--- src/rtl/twos_complement_seq.sv ---
// Multi-cycle two's-complement conversion unit: -A, -B, |A| and sign-magnitude A to
// two's complement, rippling the +1 carry CHUNK bits per cycle. Optional macro:
// TWOS_COMPLEMENT_EARLY_DONE_EN finishes as soon as the carry dies out.
module twos_complement_seq #(
    parameter int unsigned WIDTH = 6,
    parameter int unsigned CHUNK = 2
) (
    input  logic             clk,
    input  logic             rst_n,
    input  logic             start_valid,
    output logic             start_ready,
    input  logic [WIDTH-1:0] a_in,
    input  logic [WIDTH-1:0] b_in,
    input  logic [1:0]       mode,
    output logic [WIDTH-1:0] result,
    output logic             overflow,
    output logic             result_valid,
    input  logic             result_ready
);

    localparam int unsigned N    = WIDTH / CHUNK;
    localparam int unsigned IDXW = (N > 1) ? $clog2(N) : 1;
    localparam int unsigned M    = WIDTH - 1;

    localparam logic [WIDTH-1:0] MOST_NEG  = {1'b1, {(WIDTH-1){1'b0}}};
    localparam logic [IDXW-1:0]  LAST_IDX  = IDXW'(N - 1);

    typedef enum logic [1:0] {
        IDLE = 2'd0,
        BUSY = 2'd1,
        DONE = 2'd2
    } state_t;

    state_t            state_q, state_d;
    logic [WIDTH-1:0]  w_q, w_d;
    logic              c_q, c_d;
    logic [IDXW-1:0]   idx_q, idx_d;
    logic              ovf_q, ovf_d;

    logic [CHUNK-1:0]  chunk;
    logic [CHUNK:0]    sum;
    logic              last;

    always_ff @(posedge clk or negedge rst_n) begin
        if (!rst_n) begin
            state_q <= IDLE;
            w_q     <= '0;
            c_q     <= 1'b0;
            idx_q   <= '0;
            ovf_q   <= 1'b0;
        end else begin
            state_q <= state_d;
            w_q     <= w_d;
            c_q     <= c_d;
            idx_q   <= idx_d;
            ovf_q   <= ovf_d;
        end
    end

    // Current chunk selected by constant-index loop so the mux stays lint-clean.
    always_comb begin
        chunk = '0;
        for (int unsigned k = 0; k < N; k++) begin
            if (idx_q == IDXW'(k)) begin
                chunk = w_q[k*CHUNK +: CHUNK];
            end
        end
        sum  = {1'b0, chunk} + {{CHUNK{1'b0}}, c_q};
        last = (idx_q == LAST_IDX);
    end

    always_comb begin
        state_d = state_q;
        w_d     = w_q;
        c_d     = c_q;
        idx_d   = idx_q;
        ovf_d   = ovf_q;

        case (state_q)
            IDLE: begin
                if (start_valid) begin
                    state_d = BUSY;
                    idx_d   = '0;
                    case (mode)
                        2'b00: begin
                            w_d   = ~a_in;
                            c_d   = 1'b1;
                            ovf_d = (a_in == MOST_NEG);
                        end
                        2'b01: begin
                            w_d   = ~b_in;
                            c_d   = 1'b1;
                            ovf_d = (b_in == MOST_NEG);
                        end
                        2'b10: begin
                            if (a_in[M]) begin
                                w_d   = ~a_in;
                                c_d   = 1'b1;
                                ovf_d = (a_in == MOST_NEG);
                            end else begin
                                w_d   = a_in;
                                c_d   = 1'b0;
                                ovf_d = 1'b0;
                            end
                        end
                        default: begin
                            // Clearing the sign bit before inverting maps -0 onto 0.
                            if (a_in[M]) begin
                                w_d = ~{1'b0, a_in[M-1:0]};
                                c_d = 1'b1;
                            end else begin
                                w_d = a_in;
                                c_d = 1'b0;
                            end
                            ovf_d = 1'b0;
                        end
                    endcase
                end
            end

            BUSY: begin
`ifdef TWOS_COMPLEMENT_EARLY_DONE_EN
                if (!c_q) begin
                    state_d = DONE;
                    idx_d   = '0;
                end else begin
                    for (int unsigned k = 0; k < N; k++) begin
                        if (idx_q == IDXW'(k)) begin
                            w_d[k*CHUNK +: CHUNK] = sum[CHUNK-1:0];
                        end
                    end
                    c_d   = sum[CHUNK];
                    idx_d = idx_q + 1'b1;
                    if (!sum[CHUNK] || last) begin
                        state_d = DONE;
                        idx_d   = '0;
                        c_d     = 1'b0;
                    end
                end
`else
                for (int unsigned k = 0; k < N; k++) begin
                    if (idx_q == IDXW'(k)) begin
                        w_d[k*CHUNK +: CHUNK] = sum[CHUNK-1:0];
                    end
                end
                c_d   = sum[CHUNK];
                idx_d = idx_q + 1'b1;
                if (last) begin
                    // Carry out of the MSB chunk is dropped.
                    state_d = DONE;
                    idx_d   = '0;
                    c_d     = 1'b0;
                end
`endif
            end

            DONE: begin
                if (result_ready) begin
                    state_d = IDLE;
                    w_d     = '0;
                    ovf_d   = 1'b0;
                end
            end

            default: begin
                state_d = IDLE;
                w_d     = '0;
                c_d     = 1'b0;
                idx_d   = '0;
                ovf_d   = 1'b0;
            end
        endcase
    end

    assign start_ready  = (state_q == IDLE);
    assign result_valid = (state_q == DONE);
    assign result       = (state_q == DONE) ? w_q : '0;
    assign overflow     = (state_q == DONE) ? ovf_q : 1'b0;

endmodule
--- config.mk ---
export PLATFORM = sky130hd
export DESIGN_NAME = twos_complement_seq
export DESIGN_NICKNAME = d
export VERILOG_FILES = /design/src/rtl/twos_complement_seq.sv
export SDC_FILE = /design/constraint.sdc
export NUM_CORES = 1
export LEC_CHECK = 0
export ABC_AREA = 1
export ABC_CLOCK_PERIOD_IN_PS = 1800
export BUFFER_PORTS_ARGS = -buffer_cell sky130_fd_sc_hd__buf_2
export CORE_MARGIN = 3
export CORE_UTILIZATION = 45
export DETAILED_ROUTE_END_ITERATION = 8
export PLACE_DENSITY = 0.7
export SYNTH_ARGS = -nofsm -noshare
export SYNTH_HDL_FRONTEND = slang
export SYNTH_SLANG_ARGS = --single-unit
--- constraint.sdc ---
create_clock -name clk -period 1.8 [get_ports clk]
set_input_delay 0.18 -clock clk [delete_from_list [all_inputs] [get_ports clk]]
set_output_delay 0.18 -clock clk [all_outputs]
set_load 0.1 [all_outputs]
---- Word level (Yosys, flattened, before mapping) ----
Cells that the tools add are included.
word-level totals
  flip-flop bits (word level) ............. 12
  input port bits ......................... 18
  output and inout bits ................... 9
  word-level logic and storage cells ...... 67
operators by class
  $add $sub $neg .......................... 2
  eq/ne operators ......................... 13
  multiplexer cells ....................... 31
  bitwise operators ....................... 5
  reduce and logical (&&, ||, !) cells .... 9
operators by type and width
  operator                                                                count
  6-bit one-hot mux with 3 select lines                                   2
  6-bit 2-to-1 mux                                                        5
  2-bit 2-to-1 mux                                                        11
  6-bit equality test (second input constant)                             2
  6-bit inverter                                                          2
  2-bit one-hot mux with 3 select lines                                   2
  3-bit AND reduction                                                     4
  1-bit one-hot mux with 3 select lines                                   3
  1-bit 2-to-1 mux                                                        8
  2-bit != test (second input constant)                                   4
  2-bit by 1-bit equality test with 1-bit output (second input constant)  3
  2-bit equality test (second input constant)                             3
  2-bit logical NOT                                                       3
  5-bit inverter with 6-bit output                                        1
  2-bit by 1-bit adder with 3-bit output                                  1
  2-bit by 1-bit adder with 2-bit output (second input constant)          1
  2-bit by 1-bit != test with 1-bit output (second input constant)        1
  1-bit inverter                                                          2
  2-bit AND reduction                                                     1
  2-bit OR reduction                                                      1

---- Logic depth before layout (Yosys ltp) ----
Gate-level depths: netlist (run 1).
  word-level depth ........................ 7
  gate-level depth with buffers ........... 11
  depth with buffers taken out ............ 11

---- Least setup slack after synthesis (run 1) ----
OpenSTA, ideal clock, no wires.
  path type ............................... register to output
  start point ............................. reg state_q[1]
  end point ............................... out overflow
  data arrival time ....................... 1919 ps
  data required time ...................... 1620 ps
  setup slack ............................. -299 ps
  cell stages (with the launch flop) ...... 3
  path buffers ............................ 0
  cells stage by stage .................... dfrtp_1 > nand2_1 > nor2_1
on the way
  longest elaborated chain between the ends .. 2
RTL lines
  element                 RTL line  RTL
  start, declared         34        state_t state_q, state_d;
  start signal, assigned  52        state_q <= state_d;
  2-bit equality test     178       assign overflow = (state_q == DONE) ? ovf_q : 1'b0;
  1-bit 2-to-1 mux        178
  end, declared           16        output logic overflow,
Every way passes these cells.

---- Worst setup path after layout (run 1) ----
  start point ............................. reg state_q[1]
  end point ............................... out result[5]
on the way
  longest elaborated chain between the ends .. 2
RTL lines
  element              RTL line  RTL
  2-bit equality test  177       assign result = (state_q == DONE) ? w_q : '0;
  6-bit 2-to-1 mux     177
  end, declared        15        output logic [WIDTH-1:0] result,
Every way passes these cells.

==> qor.csv, run 1 <==
stage;metric;value;unit
global_route;vias in the first global route;965;
critical_path;crit path max fanout;8;
power;Design Power;2.28;mW
critical_path;Reg2Reg Depth;11;
placed_design;Buffers on Ports;26;
routing;Vias;1046;
power;P_leak;0.723;nW
critical_path;Data arrival, critical path;1520;ps
finish;layout cell share with drive strength beyond 1;28.5;%
clock_tree;clk slew on worst S/H paths;80;ps
synthesis;Syn Nets;182;
synthesis;post-synthesis sequential area ratio;30.0;%
routing;routed len/inst;10.6;µm
clock_tree;clock buffer count from CTS;3;
clock_tree;H-Tree Depth;1;
hold_path;WHS Endpoint;state_q[0];
routing;via-per-instance ratio;4.75;
synthesis;yosys warns;0;
critical_path;Worst Path Required;1620;ps
die;Die ar.;2820;µm²
placed_design;pre-CTS setup slack;54.2;ps
finish;synth-to-layout area growth;24.8;%
placed_design;GPL Wtd Cong;0.822;
global_route;grt ovf;0;
global_route;first-pass GRT wire length;4000;µm
critical_path;Slowest-stage cell, CP;dfrtp_1;
critical_path;critical path's top delay family;flip-flops;
power;VDD IR max;0.758;mV
critical_path;FF-to-FF End;w_q[3];
critical_path;worst path cell trace;nand2_1 -> nor2_1 -> clkbuf_4;
clock_tree;Clock Latency Late Sink;280;ps
critical_path;RR Startpoint;idx_q[0];
clock_tree;CTS tree;done;
synthesis;Yosys cell types;20;
hold_path;hold crit path type;in2reg;
clock_tree;clock root cell;clkbuf_4;
finish;area of the multi-input gates;578;µm²
placed_design;dpl hpwl;1910;µm
routing;DRC viols;0;
finish;final core utilization;61.7;%
timing;final hold violation count;0;
timing;period utilization;94.5;%
timing;final setup TNS;0;ps
critical_path;critical path endpoint category;output port;
die;Die Y;53.1;µm
synthesis;Post-Synthesis Cell Area;1000;µm²
finish;Seq. cell area;300;µm²
routing;WL final;2340;µm
timing;# setup viols final;0;
run_status;status;complete, no violations;
timing;clock skew;9.95;ps
critical_path;Setup CP Type;reg2out;
routing;post-route ant nets;0;
timing;fmax;0.588;GHz
global_route;initial antenna violation count;0;
clock_tree;clk sink count;12;
global_route;pin count of the biggest net entering global routing;13;
timing;Slew Limit Fails;0;
finish;n_diodes;0;
die;Ports;27;
timing;hold_ws;137;ps
flow_run;MaxCap Viol Count;0;
critical_path;CP startpoint kind;flip-flop;
routing;1st-iter DRT viols;13;
synthesis;Seq cells post-synth;12;
die;Initial Utilization;49.4;%
timing;Slew Limit Headroom;67.9;%
critical_path;flop2flop setup slack;130;ps
timing;worst-margin pin slew;485;ps
timing;Final Critical Period;1700;ps
power;Power Dens Cells;1830;nW/µm²
hold_path;hold_sp;start_valid;
critical_path;CP peak stage delay;490;ps
clock_tree;clk buf depth;2;
timing;Setup WS post-layout;98.5;ps
synthesis;Avg Synthesized Cell Area;6.21;µm²
die;die width;53.1;µm
finish;fin nets;215;
critical_path;Crit path buffers/inverters;1;
die;site row count;16;
die;CORE AREA;2020;µm²
finish;fill count;208;
hold_path;Hold Path Depth;3;
global_route;GRT Util Overall;19.2;%
routing;1st-pass router iterations;4;
synthesis;Gate Count Post-Synth;161;
-- worst max path at each step --
stage | from | end | slack [ps] | cells after the start
2_1_floorplan | state_q[1] | overflow | -300 | 2
3_3_place_gp | idx_q[0] | w_q[3] | 150 | 11
3_5_place_dp | idx_q[0] | w_q[3] | 50 | 11
4_1_cts | idx_q[0] | w_q[3] | 1 | 11
5_1_grt | state_q[1] | result[1] | -8 | 3
6_report | state_q[1] | result[5] | 100 | 3
-- worst min-delay path: cells and delay by family --
family	cells	cell delay (ps)
buffers and inverters	1	90
and+or+nand+nor	2	120
-- area by class of cell --
cell class                      instances  share of cell area [%]
Inverter                               35                    10.5
Timing Repair Buffer                   28                    13.4
Sequential cell                        12                    24.1
Multi-Input combinational cell        114                    46.3
Clock buffer                            4                    2.91
Tap cell                               27                    2.71
-- state kept, by name, indices dropped and copies added (netlist names) --
name     count
c_q          1
state_q      2
idx_q        2
ovf_q        1
w_q          6
-- cells in the mapped netlist --
library cell  number  area, µm²
a21oi_2            4       35.0
nand3_1           12       60.1
a21oi_1            3       15.0
o22ai_1            2       12.5
or2_0              1       6.26
o21ai_0            2       10.0
o221ai_1           1       8.76
nor2_2             3       18.8
inv_2              7       26.3
ha_1               3       37.5
o21ai_1            4       20.0
dfrtp_1           12        300
a221oi_1           1       8.76
nor2_4             1       11.3
nand3_2            4       40.0
inv_1             28        105
nor2_1            30        113
nand2_4            1       11.3
nand2_1           41        154
nand4_1            1       6.26
-- through the flow --
stage                     instance area (µm²)  std cells
after CTS                                1220        220
after global placement                   1170        215
after floorplan                          1000        161
after global routing                     1250        220
after detailed placement                 1170        215
final                                    1250        220
-- timing repair --
item                                    in CTS  in global routing
buffers inserted                             0                  0
endpoints found under the setup margin       0                 13
endpoints found under the hold margin       12                  0
hold buffers                                 1                  0
resized for setup                            0                 14
-- layout by cell type (no fill, tap or decap), drive strengths merged --
| master | n |
|---|---|
| inv | 35 |
| or2 | 1 |
| a221oi | 1 |
| a21oi | 7 |
| o21ai | 6 |
| o22ai | 2 |
| buf | 20 |
| dlygate4sd3 | 1 |
| ha | 3 |
| clkbuf | 11 |
| nand2 | 42 |
| nor2 | 34 |
| nand4 | 1 |
| o221ai | 1 |
| nand3 | 16 |
| dfrtp | 12 |
-- cell families after synthesis --
logic type | synth area share (%)
flops | 30.0
fa+ha+maj | 3.76
compound gates | 11.0
simple gates | 42.1
buf+inv | 13.1
-- report_power, final --
part	switching (mW)	internal, mW	leakage [nW]
logic	1.08	0.459	0.554
registers	0.119	0.403	0.148
clock network	0.0943	0.123	0.0210
-- per-layer routing --
metal  GRT usage, %  part of all wire, %  vias to the layer above
met1           23.2                   44                      453
met5              0                    0                        -
li1               -                    -                      561
met3           2.54                  4.9                        5
met2           34.1                   49                       27
met4           7.66                  2.0                        0
Note: power is estimated with default switching activity, not from simulation.
==> run 2, diff against run 1 <==
--- a/config.mk
+++ b/config.mk
@@ -8,10 +8,12 @@
 export ABC_AREA = 1
 export ABC_CLOCK_PERIOD_IN_PS = 1800
 export BUFFER_PORTS_ARGS = -buffer_cell sky130_fd_sc_hd__buf_2
+export CELL_PAD_IN_SITES_DETAIL_PLACEMENT = 0
+export CELL_PAD_IN_SITES_GLOBAL_PLACEMENT = 1
 export CORE_MARGIN = 3
-export CORE_UTILIZATION = 45
+export CORE_UTILIZATION = 35
 export DETAILED_ROUTE_END_ITERATION = 8
-export PLACE_DENSITY = 0.7
+export PLACE_DENSITY_LB_ADDON = 0.1
 export SYNTH_ARGS = -nofsm -noshare
 export SYNTH_HDL_FRONTEND = slang
 export SYNTH_SLANG_ARGS = --single-unit
==> run 2 against run 1 <==
  * Sequential cell count unchanged
  * Clock-buffer cell count decreased by 1
  * Utilization decreased by 14 points
  * Largest power group unchanged
  * First-iteration DRC count increased by 150%
  * Largest cell class unchanged
  * Power decreased by 3.1%
==> qor.csv, run 2 (synthesis results as in run 1) <==
stage;metric;value;unit;change
placed_design;GPL Wtd Cong;0.947;;+15%
timing;Setup WS post-layout;119;ps;+20.5 ps
die;Initial Utilization;38.6;%;-11 points
global_route;first-pass GRT wire length;4150;µm;+4.0%
routing;1st-iter DRT viols;32;;+19
timing;final setup TNS;0;ps;unchanged
critical_path;RR Startpoint;idx_q[0];;
timing;clock skew;9.57;ps;-0.372 ps
critical_path;Setup crit start;state_q[1];;
finish;post-route cell area;1230;µm²;-1.4%
clock_tree;clock root cell;clkbuf_4;;
die;Die Y;59.4;µm;+12%
global_route;GRT Util Overall;15.3;%;-3.9 points
placed_design;Buffers on Ports;26;;unchanged
clock_tree;clock buffer count from CTS;3;;unchanged
critical_path;crit path max fanout;8;;unchanged
clock_tree;Post-CTS Setup Bufs;0;;unchanged
timing;fmax;0.595;GHz;+1.2%
timing;Final Critical Period;1680;ps;-20.5 ps
routing;via-per-instance ratio;4.82;;+1.5%
clock_tree;clk slew on worst S/H paths;80;ps;about the same
finish;layout cell share with drive strength beyond 1;28.3;%;-0.23 points
critical_path;worst path cell trace;nand2_1 -> nor2_1 -> clkbuf_4;;
finish;fin nets;214;;-0.47%
placed_design;Placed Cells incl. Taps;217;;+0.93%
finish;synth-to-layout area growth;23.0;%;
global_route;initial antenna violation count;0;;unchanged
critical_path;Setup CP Type;reg2out;;
placed_design;placed inst area;1170;µm²;-0.32%
routing;Vias;1066;;+1.9%
finish;most common cell after layout, fill and taps aside;nand2_1;;
routing;WL final;2510;µm;+7.3%
finish;biggest regs;w_q x6, idx_q x2, state_q x2;;
timing;Slew Limit Fails;0;;unchanged
die;die width;59.4;µm;+12%
placed_design;dpl hpwl;2080;µm;+8.7%
run_status;status;complete, no violations;;
clock_tree;H-Tree Depth;1;;unchanged
routing;post-route ant nets;0;;unchanged
critical_path;critical path endpoint category;output port;;
die;Die ar.;3530;µm²;+25%
clock_tree;CTS tree;done;;
placed_design;pre-CTS setup slack;56.9;ps;+2.72 ps
finish;most frequent cells in the layout;40 x nand2_1, 28 x nor2_1, 26 x inv_1, 19 x buf_2;;
global_route;grt ovf;0;;unchanged
critical_path;Data arrival, critical path;1500;ps;-20 ps
global_route;vias in the first global route;998;;+3.4%
finish;Final Non-Filler Cells;221;;+0.45%
critical_path;CP endpoint;result[0];;
finish;n_diodes;0;;unchanged
power;P_leak;0.711;nW;-1.7%
global_route;pin count of the biggest net entering global routing;13;;unchanged
routing;DRC viols;0;;unchanged
hold_path;hold_sp;start_valid;;
critical_path;Reg2Reg Depth;11;;unchanged
critical_path;FF-to-FF End;w_q[5];;
routing;1st-pass router iterations;4;;unchanged
timing;Slew Limit Headroom;67.9;%;about the same
clock_tree;clk sink count;12;;unchanged
die;CORE AREA;2590;µm²;+28%
timing;period utilization;93.4;%;-1.1 points
critical_path;flop2flop setup slack;120;ps;about the same
finish;max FFs per register;6;;unchanged
timing;# setup viols final;0;;unchanged
clock_tree;Clock Latency Late Sink;270;ps;about the same
flow_run;MaxCap Viol Count;0;;unchanged
timing;worst-margin pin slew;484;ps;-0.399 ps
critical_path;CP startpoint kind;flip-flop;;
finish;Biggest register;w_q;;
power;Power Dens Cells;1800;nW/µm²;-1.7%
clock_tree;clk buf depth;2;;unchanged
die;Ports;27;;unchanged
timing;final hold violation count;0;;unchanged
critical_path;Worst Path Required;1620;ps;about the same
routing;routed len/inst;11.4;µm;+6.8%
hold_path;hold crit path type;in2reg;;
power;VDD IR max;1.04;mV;+38%
critical_path;CP peak stage delay;490;ps;about the same
critical_path;Slowest-stage cell, CP;dfrtp_1;;
die;site row count;18;;+2
## run 2: changes by cell type in the layout (fill, tap and decap cells not counted), sizes merged
cell    delta
clkbuf     -1
buf        -1
## run 2: worst max-delay path: cells and delay by family, from the launching register on
family,cells,cell delay [ps]
DFF,1,490
and+or+nand+nor,2,390
buffers and inverters,1,350
## run 2: power breakdown
part | internal (mW) | total [mW] | switching [mW]
Sequential | 0.403 | 0.519 | 0.116
Combinational | 0.444 | 1.52 | 1.08
Clock | 0.0772 | 0.166 | 0.0884
## run 2: how the worst min path moves through the flow
stage               cells past startpoint    endpoint  slack, ps
floorplan                               0         c_q       -120
global route                            3  state_q[0]        160
detailed placement                      1         c_q         80
CTS                                     3  state_q[0]        150
finish                                  3  state_q[0]        150
global placement                        1         c_q         80
## run 2: final cells by class
cell class              instances  area, µm²
flip-flops and latches         12        300
repair buffers                 27        158
inverters                      35        131
multi-input cells             114        581
clock buffers                   3       22.5
well taps                      30       37.5
fillers                       270       1360
## run 2: stage by stage
stage	total power, mW	hold slack, ps	utilization, %
after detailed placement	1.98	78.4	45.1
after global placement	1.96	76.3	45.1
final	2.21	147	47.5
after CTS	2.15	145	46.3
after global routing	2.39	160	47.5
after floorplan	1.71	-116	-
## run 2: what timing repair did
action                                  in CTS  in global routing
hold endpoints to repair                    12                  0
hold buffers                                 1                  0
endpoints found under the setup margin       0                 10
gates resized for setup                      0                 13
## run 2: per-layer routing
| metal | vias up | routed length, µm | GRT usage [%] |
|---|---|---|---|
| met5 | - | 0 | 0 |
| li1 | 562 | - | - |
| met1 | 462 | 1140 | 18.5 |
| met4 | 0 | 59 | 7.77 |
| met3 | 6 | 128 | 2.18 |
| met2 | 36 | 1180 | 26.2 |
